[config.mk]
export PLATFORM = sky130hd
export DESIGN_NAME = mem_port_arbiter_flat
export DESIGN_NICKNAME = d
export VERILOG_FILES = /design/src/rtl/mem_port_arbiter_if.sv /design/src/rtl/mem_port_arbiter.sv /design/src/flat_wrapper.sv
export SDC_FILE = /design/constraint.sdc
export NUM_CORES = 1
export LEC_CHECK = 0
export CORE_AREA = 4 4 111 113
export DETAILED_ROUTE_END_ITERATION = 16
export DIE_AREA = 0 0 115 117
export PLACE_DENSITY = 0.63
export SYNTH_ARGS = -nofsm -noshare
export SYNTH_HDL_FRONTEND = slang
export SYNTH_SLANG_ARGS = --single-unit
[constraint.sdc]
create_clock -name clk -period 2.95 [get_ports clk]
set_clock_uncertainty 0.05 [all_clocks]
set_input_delay 0.59 -clock clk [delete_from_list [all_inputs] [get_ports clk]]
set_output_delay 0.59 -clock clk [all_outputs]
set_load 0.03 [all_outputs]
[src/rtl/mem_port_arbiter_if.sv]
// Request/response port bundle shared by the core and debug requesters.
//   req_valid/req_ready  : request handshake (accepted on valid & ready)
//   req_we               : 1 = write, 0 = read
//   req_addr             : byte address
//   req_wdata/req_wstrb  : write data and byte enables (writes only)
//   resp_valid           : one-cycle response pulse
//   resp_rdata           : read data, 0 for writes and errors
//   resp_err             : misaligned/out-of-range, qualified by resp_valid
// master = requester side, slave = arbiter side.
interface mem_port_arbiter_if;
  logic        req_valid;
  logic        req_ready;
  logic        req_we;
  logic [31:0] req_addr;
  logic [31:0] req_wdata;
  logic [3:0]  req_wstrb;
  logic        resp_valid;
  logic [31:0] resp_rdata;
  logic        resp_err;

  modport master (
    output req_valid, req_we, req_addr, req_wdata, req_wstrb,
    input  req_ready, resp_valid, resp_rdata, resp_err
  );

  modport slave (
    input  req_valid, req_we, req_addr, req_wdata, req_wstrb,
    output req_ready, resp_valid, resp_rdata, resp_err
  );
endinterface

[src/rtl/mem_port_arbiter.sv]
// Two-requester arbiter sharing one word memory between the core port (c)
// and the debug/loader port (d). One transaction in flight, one-cycle
// synchronous read; misaligned or out-of-range requests complete with an
// error response and no memory access.
//   clk        : system clock, rising edge
//   reset      : synchronous, active-low
//   c, d       : request/response ports (slave side of mem_port_arbiter_if)
//   mem_en     : memory access strobe
//   mem_wstrb  : byte write enables, 0 for reads
//   mem_addr   : word index (addr[31:2])
//   mem_wdata  : write data
//   mem_rdata  : read data, valid the cycle after mem_en
//   owner      : 0 = core, 1 = debug; holder of the current or last grant
module mem_port_arbiter #(
  parameter int unsigned MEM_WORDS      = 1024,
  parameter bit          FIXED_PRIORITY = 1'b0
) (
  input  logic                         clk,
  input  logic                         reset,
  mem_port_arbiter_if.slave            c,
  mem_port_arbiter_if.slave            d,
  output logic                         mem_en,
  output logic [3:0]                   mem_wstrb,
  output logic [$clog2(MEM_WORDS)-1:0] mem_addr,
  output logic [31:0]                  mem_wdata,
  input  logic [31:0]                  mem_rdata,
  output logic                         owner
);
  localparam int unsigned AW         = $clog2(MEM_WORDS);
  localparam logic [32:0] ADDR_LIMIT = 33'(MEM_WORDS) << 2;

  localparam logic [0:0] S_IDLE = 1'b0;
  localparam logic [0:0] S_RESP = 1'b1;

  logic [0:0]  state_q, state_d;
  logic        owner_q, owner_d;
  logic        err_q, err_d;
  logic        rd_q, rd_d;      // response carries memory read data

  logic        win;             // 0 = core, 1 = debug
  logic        accept;
  logic        legal;
  logic        resp_fire;
  logic        sel_we;
  logic [31:0] sel_addr;
  logic [31:0] sel_wdata;
  logic [3:0]  sel_wstrb;
  logic [31:0] rdata;

  // With a single requester, ~c.req_valid picks whichever one is valid.
  always_comb begin
    if (c.req_valid && d.req_valid) begin
      win = FIXED_PRIORITY ? 1'b0 : ~owner_q;
    end else begin
      win = ~c.req_valid;
    end
  end

  always_comb begin
    sel_we    = win ? d.req_we    : c.req_we;
    sel_addr  = win ? d.req_addr  : c.req_addr;
    sel_wdata = win ? d.req_wdata : c.req_wdata;
    sel_wstrb = win ? d.req_wstrb : c.req_wstrb;
  end

  assign legal  = (sel_addr[1:0] == 2'b00) && ({1'b0, sel_addr} < ADDR_LIMIT);
  assign accept = reset && (state_q == S_IDLE) && (c.req_valid || d.req_valid);

  assign c.req_ready = accept & ~win;
  assign d.req_ready = accept &  win;

  assign mem_en    = accept & legal;
  assign mem_wstrb = (mem_en && sel_we) ? sel_wstrb : '0;
  assign mem_addr  = sel_addr[AW+1:2];
  assign mem_wdata = sel_wdata;

  // Reset low in the RESP cycle suppresses the pending response.
  assign resp_fire = reset && (state_q == S_RESP);
  assign rdata     = rd_q ? mem_rdata : '0;

  assign c.resp_valid = resp_fire & ~owner_q;
  assign d.resp_valid = resp_fire &  owner_q;
  assign c.resp_rdata = c.resp_valid ? rdata : '0;
  assign d.resp_rdata = d.resp_valid ? rdata : '0;
  assign c.resp_err   = c.resp_valid & err_q;
  assign d.resp_err   = d.resp_valid & err_q;

  assign owner = owner_q;

  always_comb begin
    state_d = state_q;
    owner_d = owner_q;
    err_d   = err_q;
    rd_d    = rd_q;
    case (state_q)
      S_IDLE: begin
        if (accept) begin
          state_d = S_RESP;
          owner_d = win;
          err_d   = ~legal;
          rd_d    = legal & ~sel_we;
        end
      end
      default: begin
        state_d = S_IDLE;
      end
    endcase
  end

  always_ff @(posedge clk) begin
    if (!reset) begin
      state_q <= S_IDLE;
      owner_q <= 1'b1;
      err_q   <= 1'b0;
      rd_q    <= 1'b0;
    end else begin
      state_q <= state_d;
      owner_q <= owner_d;
      err_q   <= err_d;
      rd_q    <= rd_d;
    end
  end
endmodule

[src/flat_wrapper.sv]
// flat-port wrapper written by rule: the top's interface ports become plain ports
module mem_port_arbiter_flat 
#(
  parameter int unsigned MEM_WORDS      = 1024,
  parameter bit          FIXED_PRIORITY = 1'b0
)
  (clk, reset, mem_en, mem_wstrb, mem_addr, mem_wdata, mem_rdata, owner, c_req_valid, c_req_we, c_req_addr, c_req_wdata, c_req_wstrb, c_req_ready, c_resp_valid, c_resp_rdata, c_resp_err, d_req_valid, d_req_we, d_req_addr, d_req_wdata, d_req_wstrb, d_req_ready, d_resp_valid, d_resp_rdata, d_resp_err);
  mem_port_arbiter_if c_i ();
  mem_port_arbiter_if d_i ();
  input  logic clk;
  input  logic reset;
  output logic mem_en;
  output logic [3:0] mem_wstrb;
  output logic [$clog2(MEM_WORDS)-1:0] mem_addr;
  output logic [31:0] mem_wdata;
  input  logic [31:0] mem_rdata;
  output logic owner;
  input wire logic [$bits(c_i.req_valid)-1:0] c_req_valid;
  input wire logic [$bits(c_i.req_we)-1:0] c_req_we;
  input wire logic [$bits(c_i.req_addr)-1:0] c_req_addr;
  input wire logic [$bits(c_i.req_wdata)-1:0] c_req_wdata;
  input wire logic [$bits(c_i.req_wstrb)-1:0] c_req_wstrb;
  output wire logic [$bits(c_i.req_ready)-1:0] c_req_ready;
  output wire logic [$bits(c_i.resp_valid)-1:0] c_resp_valid;
  output wire logic [$bits(c_i.resp_rdata)-1:0] c_resp_rdata;
  output wire logic [$bits(c_i.resp_err)-1:0] c_resp_err;
  input wire logic [$bits(d_i.req_valid)-1:0] d_req_valid;
  input wire logic [$bits(d_i.req_we)-1:0] d_req_we;
  input wire logic [$bits(d_i.req_addr)-1:0] d_req_addr;
  input wire logic [$bits(d_i.req_wdata)-1:0] d_req_wdata;
  input wire logic [$bits(d_i.req_wstrb)-1:0] d_req_wstrb;
  output wire logic [$bits(d_i.req_ready)-1:0] d_req_ready;
  output wire logic [$bits(d_i.resp_valid)-1:0] d_resp_valid;
  output wire logic [$bits(d_i.resp_rdata)-1:0] d_resp_rdata;
  output wire logic [$bits(d_i.resp_err)-1:0] d_resp_err;
  assign c_i.req_valid = c_req_valid;
  assign c_i.req_we = c_req_we;
  assign c_i.req_addr = c_req_addr;
  assign c_i.req_wdata = c_req_wdata;
  assign c_i.req_wstrb = c_req_wstrb;
  assign c_req_ready = c_i.req_ready;
  assign c_resp_valid = c_i.resp_valid;
  assign c_resp_rdata = c_i.resp_rdata;
  assign c_resp_err = c_i.resp_err;
  assign d_i.req_valid = d_req_valid;
  assign d_i.req_we = d_req_we;
  assign d_i.req_addr = d_req_addr;
  assign d_i.req_wdata = d_req_wdata;
  assign d_i.req_wstrb = d_req_wstrb;
  assign d_req_ready = d_i.req_ready;
  assign d_resp_valid = d_i.resp_valid;
  assign d_resp_rdata = d_i.resp_rdata;
  assign d_resp_err = d_i.resp_err;
  mem_port_arbiter #(.MEM_WORDS(MEM_WORDS), .FIXED_PRIORITY(FIXED_PRIORITY)) u_core (.clk(clk), .reset(reset), .c(c_i), .d(d_i), .mem_en(mem_en), .mem_wstrb(mem_wstrb), .mem_addr(mem_addr), .mem_wdata(mem_wdata), .mem_rdata(mem_rdata), .owner(owner));
endmodule
==> flow_summary_export.csv <==
group,metric,value,unit
synthesis,ys_types,27,
grt,grt_overflow,0,
timing,tns,0,ns
timing,hold_viol,0,
critical_path,required,2.31,ns
timing,timing.final.crit_share,96.5,%
run,maxCapViolCount,0,
detailed_routing,vias,2589,
placed_design,hpwlAfterDp,8.68,mm
timing,max_freq,0.351,GHz
power,power,0.000842,W
placed_design,routabilityCongestion,0.775,
synthesis,syn_area,1330,um2
clock_tree,cts_root_buf,"clkbuf_16",
detailed_routing,drtPass1Iterations,4,
critical_path,arrival,2.21,ns
timing,max_slew_margin,58.7,%
synthesis,synthArstFlopShare,0,%
power,cellPowerDensity,191,nW/um2
timing,final_max_slew_viol_count,0,
critical_path,cp-start-kind,"input port",
power,leakage,1.86,nW
detailed_routing,wl_per_cell,14.9,um
grt,antenna_found_initial,0,
layout,final_util,39.0,%
timing,period_minus_slack,2.85,ns
floorplan,fp.coreArea,11300,um2
outcome,status,"finished clean",
detailed_routing,via_per_inst,4.03,
power,peakVddDrop,0.000132,V
clock_tree,worstSkewPairLatency,0.22,ns
clock_tree,cts_made_buffers,3,
clock_tree,cts.clk_slew.worst_paths,0.03,ns
grt,grt_max_degree,35,
timing,tightest_slew,0.620,ns
floorplan,fp-row-count,39,
synthesis,synth_largest_area_cell,"mux2_2",
synthesis,synth_area_leaders,"mux2_2 (24%), nor2_1 (20%), mux2_1 (13%)",
synthesis,seq_area_frac_synth,6.02,%
synthesis,yosys_most_used_dff,"dfxtp_1",
layout,n_fill_cell,1171,
clock_tree,cts.path.max_buffers,2,
detailed_routing,wl,9.55,mm
clock_tree,tritoncts,"yes",
grt,grt_pass1_vias,2464,
grt,grt_first_pass_wirelength,13.2,mm
synthesis,postSynthCellCount,210,
layout,antenna_cells,0,
detailed_routing,drc,0,
floorplan,dieHeight,117,um
synthesis,synth_edf_count,0,
layout,area_growth,232,%
floorplan,start_util,11.8,%
detailed_routing,drtIter0Drc,75,
floorplan,die_x,115,um
detailed_routing,ant_nets,0,
layout,drive_above_1_share,31.1,%
timing,rsz0062_at_grt,"no",
synthesis,syn-num-nets,384,
clock_tree,cts_sinks,4,
critical_path,path_class,"in2out",
synthesis,ys_warn_count,0,
worst_hold_path,holdCritPathClass,"reg2reg",
critical_path,cp-end-kind,"output port",
layout,nets,675,
floorplan,io_pins,292,
clock_tree,cts-htree-levels,1,
clock_tree,cts_hold_buf,0,
placed_design,io_buffers,291,
grt,grtUsageTotal,12.5,%
timing,setup_viol_count_final,0,
critical_path,crit_fanout,28,
floorplan,dieArea,13500,um2
synthesis,synth_area_per_cell,6.34,um2
synthesis,ys_ff_latch,4,
synthesis,netlist.area_leader.share,23.7,%
worst max-delay path, cell delays in order:
cell and delay, ns:
clkdlybuf4s50_1 0.47, nand2b_1 0.08, nand2_2 0.11, buf_12 0.20, mux2_2 0.36, dlygate4sd2_1 0.36
layout by cell type (no fill, tap or decap), types with 2 or more instances in the layout:
cell type,count
buf_4,102
or4_4,2
nor4_2,2
nor4_1,6
buf_6,2
nand4_1,2
mux2_1,15
nand2b_1,2
buf_12,3
dfxtp_1,4
nor2_1,71
clkdlybuf4s50_1,166
mux2i_1,4
dlymetal6s2s_1,7
nand3_1,2
nor4_4,4
clkbuf_16,3
dlygate4sd2_1,24
inv_1,3
nand2_1,33
mux2_2,28
per-stage QoR:
stage	setup slack, ns	hold WS (ns)	instances	instance area [um2]
after CTS	0.00277	0.438	642	4330
after global placement	-0.191	0.423	639	4240
after detailed placement	-0.197	0.434	639	4240
final	0.103	0.430	642	4420
after global routing	0.0106	0.455	642	4420
after floorplan	0.00790	0.478	210	1330
layer usage:
metal	track usage, %	part of all wire, %	routed length, um	up-vias
met5	0	0	0	-
met4	1.88	0.50	48	0
met3	4.73	13	1200	2
met2	25.6	57	5400	154
met1	11.9	30	2900	1147
li1	-	-	-	1286
path summary, 6_finish.rpt:
kind	startpoint	to	slack, ns	cells past startpoint
min reg2reg	u_core.rd_q	u_core.rd_q	0.43	2
max reg2reg	u_core.owner	u_core.rd_q	1.34	6
min	u_core.rd_q	u_core.rd_q	0.43	2
max	d_req_valid	mem_addr[8]	0.10	6
cells in the mapped netlist (all sizes together), types with 2 or more instances:
library cell	count
nor2	72
or2	2
nor4	12
dfxtp	4
inv	4
nand2b	2
clkbuf	15
nand2	34
mux2	43
or4	2
nand4	2
buf	3
nand3	2
mux2i	5
cell families after synthesis:
| group | synth area share, % |
|---|---|
| AO/OA/AOI/OAI | 3.66 |
| buffers and inverters | 6.95 |
| flip-flops | 6.02 |
| multiplexers | 40.1 |
| AND/OR/NAND/NOR | 43.2 |
power breakdown:
group | switching, W | internal [W]
sequential | 0.00000296 | 0.0000582
combinational | 0.000241 | 0.000332
clock | 0.0000347 | 0.000173
total | 0.000279 | 0.000563
final cells by class:
cell class,instances,area (um2),area share (%)
Sequential cell,4,80.1,1.81
Timing Repair Buffer,304,2810,63.6
Inverter,4,15.0,0.340
Clock buffer,3,75.1,1.70
Tap cell,143,179,4.05
Multi-Input combinational cell,184,1260,28.5
what timing repair did:
action | in CTS | in global routing
setup endpoints to repair | 28 | 5
pin swaps | 7 | 5
resized for setup | 33 | 17
buffers inserted | 0 | 1
cloned | 0 | 0
registers in the layout, indices dropped and copies added, names as in the netlist:
signal          count
u_core.err_q        1
u_core.owner        1
u_core.rd_q         1
u_core.state_q      1
(Power assumes the default switching activity.)
